===== src/rtl/sr_bank_pkg.sv =====
// Shared types and helpers for the SR flag bank: conflict-policy enum, select width, next-state rule.
package sr_bank_pkg;

   typedef enum logic [1:0] {
      SR_SET_DOM = 2'd0,
      SR_RST_DOM = 2'd1,
      SR_HOLD    = 2'd2,
      SR_TOGGLE  = 2'd3
   } sr_mode_e;

   // Counter-select width; a single channel still gets a 1-bit select.
   function automatic int sel_width(input int ch);
      return (ch > 1) ? $clog2(ch) : 1;
   endfunction

   function automatic logic sr_next(input logic q, input logic s, input logic r,
                                    input sr_mode_e mode);
      logic n;
      n = q;
      if (s && !r) begin
         n = 1'b1;
      end else if (!s && r) begin
         n = 1'b0;
      end else if (s && r) begin
         case (mode)
            SR_SET_DOM: n = 1'b1;
            SR_RST_DOM: n = 1'b0;
            SR_HOLD:    n = q;
            SR_TOGGLE:  n = ~q;
            default:    n = q;
         endcase
      end
      return n;
   endfunction

endpackage


===== src/rtl/sr_bank_if.sv =====
// Control/status bundle of the SR flag bank; master drives requests, slave is the bank.
interface sr_bank_if
   import sr_bank_pkg::*;
#(
   parameter int CH    = 8,
   parameter int CNT_W = 4
);
   localparam int SW = sel_width(CH);

   logic [CH-1:0]    en;
   logic [CH-1:0]    s;
   logic [CH-1:0]    r;
   logic [CH-1:0]    q;
   logic [CH-1:0]    qbar;
   logic [CH-1:0]    rise;
   logic [CH-1:0]    fall;
   logic [CH-1:0]    conflict;
   logic [CH-1:0]    conflict_clr;
   logic [SW-1:0]    cnt_sel;
   logic [CH-1:0]    cnt_clr;
   logic [CNT_W-1:0] cnt_out;

   modport master (
      output en, s, r, conflict_clr, cnt_sel, cnt_clr,
      input  q, qbar, rise, fall, conflict, cnt_out
   );

   modport slave (
      input  en, s, r, conflict_clr, cnt_sel, cnt_clr,
      output q, qbar, rise, fall, conflict, cnt_out
   );

endinterface


===== src/rtl/sr_bank_cell.sv =====
// One SR channel: stored bit, registered rise/fall pulses, sticky conflict flag and,
// with SR_BANK_CNT_EN, a saturating rise counter. All state updates on one edge.
module sr_bank_cell
   import sr_bank_pkg::*;
#(
   parameter sr_mode_e MODE    = SR_SET_DOM,
   parameter logic     RST_BIT = 1'b0,
   parameter int       CNT_W   = 4
) (
   input  logic             clk,
   input  logic             reset,
   input  logic             en,
   input  logic             s,
   input  logic             r,
   input  logic             conflict_clr,
   input  logic             cnt_clr,
   output logic             q,
   output logic             rise,
   output logic             fall,
   output logic             conflict,
   output logic [CNT_W-1:0] cnt
);

   logic qn;
   logic rise_ev;
   logic fall_ev;

   assign qn      = en ? sr_next(q, s, r, MODE) : q;
   assign rise_ev = ~q & qn;
   assign fall_ev = q & ~qn;

   always_ff @(posedge clk or posedge reset) begin
      if (reset) begin
         q        <= RST_BIT;
         rise     <= 1'b0;
         fall     <= 1'b0;
         conflict <= 1'b0;
      end else begin
         q        <= qn;
         rise     <= rise_ev;
         fall     <= fall_ev;
         // A new conflict on the same edge as a clear must survive.
         conflict <= (en & s & r) | (conflict & ~conflict_clr);
      end
   end

`ifdef SR_BANK_CNT_EN
   always_ff @(posedge clk or posedge reset) begin
      if (reset) begin
         cnt <= '0;
      end else if (cnt_clr) begin
         cnt <= rise_ev ? CNT_W'(1) : '0;
      end else if (rise_ev && (cnt != '1)) begin
         cnt <= cnt + CNT_W'(1);
      end
   end
`else
   logic cnt_clr_unused;
   assign cnt_clr_unused = cnt_clr;
   assign cnt            = '0;
`endif

endmodule


===== src/rtl/sr_bank.sv =====
// Bank of CH independent SR flag cells with selectable S&R policy; counters exist only
// when SR_BANK_CNT_EN is defined. Top level adds the combinational counter read mux.
module sr_bank
   import sr_bank_pkg::*;
#(
   parameter int            CH      = 8,
   parameter int            MODE    = 0,
   parameter logic [CH-1:0] RST_VAL = '0,
   parameter int            CNT_W   = 4
) (
   input  logic     clk,
   input  logic     reset,
   sr_bank_if.slave bus
);

   localparam int       SW     = sel_width(CH);
   localparam sr_mode_e MODE_E = sr_mode_e'(MODE[1:0]);

   logic [CH-1:0]    q;
   logic [CH-1:0]    rise;
   logic [CH-1:0]    fall;
   logic [CH-1:0]    conflict;
   logic [CNT_W-1:0] cnt [CH];
   logic [CNT_W-1:0] cnt_mux;

   for (genvar i = 0; i < CH; i++) begin : g_cell
      sr_bank_cell #(
         .MODE    (MODE_E),
         .RST_BIT (RST_VAL[i]),
         .CNT_W   (CNT_W)
      ) u_cell (
         .clk          (clk),
         .reset        (reset),
         .en           (bus.en[i]),
         .s            (bus.s[i]),
         .r            (bus.r[i]),
         .conflict_clr (bus.conflict_clr[i]),
         .cnt_clr      (bus.cnt_clr[i]),
         .q            (q[i]),
         .rise         (rise[i]),
         .fall         (fall[i]),
         .conflict     (conflict[i]),
         .cnt          (cnt[i])
      );
   end

   // Selects with no matching channel (>= CH) fall through to zero.
   always_comb begin
      cnt_mux = '0;
      for (int i = 0; i < CH; i++) begin
         if (bus.cnt_sel == i[SW-1:0]) begin
            cnt_mux = cnt[i];
         end
      end
   end

   assign bus.q        = q;
   assign bus.qbar     = ~q;
   assign bus.rise     = rise;
   assign bus.fall     = fall;
   assign bus.conflict = conflict;
   assign bus.cnt_out  = cnt_mux;

endmodule


===== src/flat_wrapper.sv =====
// flat-port wrapper written by rule: the top's interface ports become plain ports
module sr_bank_flat import sr_bank_pkg::*;
#(
   parameter int            CH      = 8,
   parameter int            MODE    = 0,
   parameter logic [CH-1:0] RST_VAL = '0,
   parameter int            CNT_W   = 4
)
  (clk, reset, bus_en, bus_s, bus_r, bus_conflict_clr, bus_cnt_sel, bus_cnt_clr, bus_q, bus_qbar, bus_rise, bus_fall, bus_conflict, bus_cnt_out);
  sr_bank_if #(.CH(CH), .CNT_W(CNT_W)) bus_i ();
  input  logic clk;
  input  logic reset;
  input wire logic [$bits(bus_i.en)-1:0] bus_en;
  input wire logic [$bits(bus_i.s)-1:0] bus_s;
  input wire logic [$bits(bus_i.r)-1:0] bus_r;
  input wire logic [$bits(bus_i.conflict_clr)-1:0] bus_conflict_clr;
  input wire logic [$bits(bus_i.cnt_sel)-1:0] bus_cnt_sel;
  input wire logic [$bits(bus_i.cnt_clr)-1:0] bus_cnt_clr;
  output wire logic [$bits(bus_i.q)-1:0] bus_q;
  output wire logic [$bits(bus_i.qbar)-1:0] bus_qbar;
  output wire logic [$bits(bus_i.rise)-1:0] bus_rise;
  output wire logic [$bits(bus_i.fall)-1:0] bus_fall;
  output wire logic [$bits(bus_i.conflict)-1:0] bus_conflict;
  output wire logic [$bits(bus_i.cnt_out)-1:0] bus_cnt_out;
  assign bus_i.en = bus_en;
  assign bus_i.s = bus_s;
  assign bus_i.r = bus_r;
  assign bus_i.conflict_clr = bus_conflict_clr;
  assign bus_i.cnt_sel = bus_cnt_sel;
  assign bus_i.cnt_clr = bus_cnt_clr;
  assign bus_q = bus_i.q;
  assign bus_qbar = bus_i.qbar;
  assign bus_rise = bus_i.rise;
  assign bus_fall = bus_i.fall;
  assign bus_conflict = bus_i.conflict;
  assign bus_cnt_out = bus_i.cnt_out;
  sr_bank #(.CH(CH), .MODE(MODE), .RST_VAL(RST_VAL), .CNT_W(CNT_W)) u_core (.clk(clk), .reset(reset), .bus(bus_i));
endmodule

===== config.mk =====
export PLATFORM = sky130hd
export DESIGN_NAME = sr_bank_flat
export DESIGN_NICKNAME = d
export VERILOG_FILES = /design/src/rtl/sr_bank_pkg.sv /design/src/rtl/sr_bank_if.sv /design/src/rtl/sr_bank_cell.sv /design/src/rtl/sr_bank.sv /design/src/flat_wrapper.sv
export SDC_FILE = /design/constraint.sdc
export NUM_CORES = 1
export LEC_CHECK = 0
export BUFFER_PORTS_ARGS = -buffer_cell sky130_fd_sc_hd__buf_2
export CORE_UTILIZATION = 45
export CTS_BUF_LIST = sky130_fd_sc_hd__clkbuf_16
export DETAILED_ROUTE_END_ITERATION = 8
export HOLD_SLACK_MARGIN = 0.06
export PLACE_DENSITY = 0.78
export SLEW_MARGIN = 5
export SYNTH_ARGS = -nofsm -noshare
export SYNTH_HDL_FRONTEND = slang
export SYNTH_HIERARCHICAL = 1
export SYNTH_SLANG_ARGS = --single-unit

===== constraint.sdc =====
create_clock -name clk -period 2 [get_ports clk]
set_input_delay 0.2 -clock clk [delete_from_list [all_inputs] [get_ports clk]]
set_output_delay 0.2 -clock clk [all_outputs]
set_load 0.02 [all_outputs]

* Word-level counts from Yosys, hierarchy flattened *
Index checks and enable logic that the tools add are counted.

storage, ports and cells
  output and inout port bits = 44
  word-level logic and storage cells = 177
  bits in registers = 32
  input bits = 45

cells by class
  muxes and demuxes = 32
  reduce and logical (&&, ||, !) cells = 40
  bitwise gates (word level) = 73

operators with widths
  kind               count
  bitwise AND 1 bit  40
  two-way mux 1 bit  32
  logical AND 1 bit  24
  NOT 1 bit          24
  logical NOT 1 bit  16
  NOT 8 bit          1
  OR 1 bit           8

* Logic depth before layout (Yosys ltp) *
  depth in word-level cells = 7
  mapped depth = 5
  depth with buffers taken out = 4

* Modules after synthesis *
Netlist, hierarchy kept.

modules (own cells, without submodules)
  module        cells an instance  seq. area each (µm²)  area an instance (µm²)  times used
  sr_bank_cell  18                 100.1                 186.4                   8
  sr_bank       40                 0.0                   355.3                   1

* Worst setup path before layout *
No wires, ideal clock.

  path kind = input -> output
  start point = input bus_cnt_sel[1]
  end point = output, netlist name bus_cnt_out[0]
  required time = 1.800 ns
  setup slack = 0.724 ns
  arrival = 1.076 ns
  stages = 5
  path buffers = 1
  path through = buf_4 > o21ai_1 > a221oi_1 > a221oi_1 > nor2_1

RTL lines
  element      RTL line            RTL
  from (decl)  flat_wrapper.sv:17  input wire logic [$bits(bus_i.cnt_sel)-1:0] bus_cnt_sel;

==> run metrics <==
result of the run=complete, no violations; Synth Instances=184; sequential cell area=801 sq um; Post-CTS Setup Bufs=0; largest net degree at the start of global routing=16; total CTS buffers=5; cell internal pwr=1.42 mW; PortBufs=78; WS Path Type=primary input to primary output; total gr overflow=0; FP Rows=22; Hold Buf Count CTS=1; area leader, netlist=dfrtp_1; Max FO, Critical Path=15; Max VDD drop=0.425 mV; CP Buf/Inv Count=2; die height=66.1 um; ys async rst share=100%; clock root buffer=clkbuf_16; DP HPWL=2640 um; WHS=0.0999 ns; via count=1386; Top FF cell, synth=dfrtp_1; GP Congestion=0.683; Multi-input gate area=783 sq um; R2R Path Start=u_core/g_cell[2].u_cell/q; sequential fraction of the synthesis area=43.4%; Final Setup Violations=0; unique cell type count in the Yosys netlist=22; fmax=699 MHz; worst min path class=primary input to flip-flop; CP Data Required Time=1.80 ns; CP most frequent cell=buf_2; H-tree levels=2; reg2reg end=u_core/g_cell[2].u_cell/q; Syn. warnings=6; CP arrival=1.23 ns; max-slew violation count=0; max cap viols=0; unrepaired setup endpoints after global routing=false; Final Critical Period=1.43 ns; Avg Inst Size Synth=10.0 sq um; CTS tree=yes; count leader, synth=buf_4; crit path launch type=primary input; Vias/cell=4.49; CP max stage delay=0.26 ns; crit end category=primary output; setup TNS=0 ns; number of enable flip-flop cells after synthesis=0; core area=3800 sq um; Clock transition at path regs=0.05 ns; PD cells=840 nW/um^2; Routed wire per std cell=10.9 um; post-route ant nets=0; number of fill cells=338; Die ar.=4360 sq um; Yosys reg bits=32; Leak=1.31 nW; PostCTS Resize Cnt=0; hold path start=bus_conflict_clr[6]; Hold Path End=u_core/g_cell[6].u_cell/conflict; part of the power in combinational logic=19.0%; CTS sink cnt=32; Area Overhead vs Synth=24.9%; Ant. Diodes=0; number of DRC markers in iteration 0=24; Hold Crit Depth=2; Critical Path Slowest Stage Cell=a221oi_2; Synth top area share=43.4%; final-report hold violation count=0; Net Sw Frac=26.5%; vias in the first global route=1254; CP Cell Sequence=buf_2, o21ai_0, a221oi_2, a221oi_1, nor2_1, buf_2; clk buf depth=2; cells on worst reg2reg path=1; fin cells=309; reg-to-reg slack, setup=1.21 ns; clk_lat worst skew=0.27 ns; share of power burned in registers=37.5%; ratio of cells with drive above 1 in the final layout=40.6%; All-Layer GR Usage=16.7%; final critical-path share of the clock period=71.5%; drt drc=0; family with the most delay on the worst path=compound AO/OA/AOI/OAI gates; I/O pin cnt=89; top cells by area, synth=dfrtp_1, buf_4, mux4_1, nor3b_2, inv_1; Die Wd=66.1 um; Psw=0.514 mW; skew final=0.00251 ns; area of the mapped netlist=1850 sq um; Net count, final=305; Pre-antenna DRT Iters=5; Starting Density=48.6%; final WL=3380 um; Inst Count DP=300; list of most frequent post-synthesis cells=buf_4, dfrtp_1, inv_1; clock share of power=43.5%; antenna violations before repair=0; first-pass GRT wire length=5400 um
-- stage by stage --
stage	instance area (sq um)	setup slack [ns]	utilization [%]	total power [mW]
after floorplan	1940	0.724	-	1.00
after global placement	2130	0.572	56.0	1.09
after detailed placement	2130	0.558	56.0	1.10
after CTS	2310	0.555	60.7	1.96
after global routing	2310	0.383	60.7	2.03
final	2310	0.570	60.7	1.94
-- cell usage in the layout (no fill, tap or decap), types with 2 or more instances in the layout --
| master | Yosys | routed |
|---|---|---|
| dfrtp_1 | 32 | 32 |
| a21oi_1 | 2 | 2 |
| a221oi_1 | 3 | 3 |
| nor3b_1 | 2 | 2 |
| buf_2 | 0 | 78 |
| nor3b_2 | 8 | 8 |
| nand2b_1 | 2 | 2 |
| mux4_1 | 5 | 5 |
| inv_1 | 25 | 25 |
| clkbuf_16 | 0 | 5 |
| o21ai_0 | 9 | 9 |
| mux2_2 | 2 | 2 |
| nand2_2 | 8 | 8 |
| a22o_1 | 8 | 8 |
| nand2_1 | 14 | 14 |
| nor2_1 | 10 | 10 |
| conb_1 | 8 | 32 |
| nand3_1 | 8 | 8 |
-- state kept, by name (all words and copies together), names as in the netlist --
name and flops:
u_core/g_cell.u_cell/q 8, u_core/g_cell.u_cell/fall 8, u_core/g_cell.u_cell/conflict 8, u_core/g_cell.u_cell/rise 8
-- worst max-delay path by stage --
| stage | start | to | depth (start not counted) |
|---|---|---|---|
| floorplan | bus_cnt_sel[1] | bus_cnt_out[0] | 5 |
| global placement | bus_cnt_sel[1] | bus_cnt_out[1] | 6 |
| detailed placement | bus_cnt_sel[1] | bus_cnt_out[1] | 6 |
| CTS | bus_cnt_sel[1] | bus_cnt_out[1] | 6 |
| global route | bus_cnt_sel[1] | bus_cnt_out[0] | 6 |
| finish | bus_cnt_sel[1] | bus_cnt_out[1] | 6 |
-- cell families after synthesis --
group / count (synthesis) / share of synthesized area, %
other: 8 / 1.63
AND/OR/NAND/NOR: 53 / 17.1
buffers and inverters: 59 / 19.1
flip-flops: 32 / 43.4
multiplexers: 8 / 9.55
AO/OA/AOI/OAI: 24 / 9.28
-- final cells by class --
class	instances	share of cell area [%]
Clock buffer	5	5.43
Clock inverter	3	1.84
Inverter	25	4.07
Multi-Input combinational cell	117	34.0
Sequential cell	32	34.7
Tap cell	48	2.60
Timing Repair Buffer	79	17.4
-- per-layer routing --
layer / track usage, % / part of all wire (%) / vias to the layer above
li1: - / - / 692
met1: 19.6 / 42 / 642
met2: 28.8 / 51 / 48
met3: 3.28 / 5.2 / 4
met4: 7.98 / 1.7 / 0
met5: 0 / 0 / -
-- power groups by stage --
stage	Clock (mW)	Combinational [mW]	Sequential [mW]
global placement	0	0.358	0.735
global route	0.897	0.405	0.733
CTS	0.862	0.367	0.728
floorplan	0	0.212	0.791
finish	0.843	0.367	0.726
detailed placement	0	0.362	0.737
(Power assumes the default switching activity.)
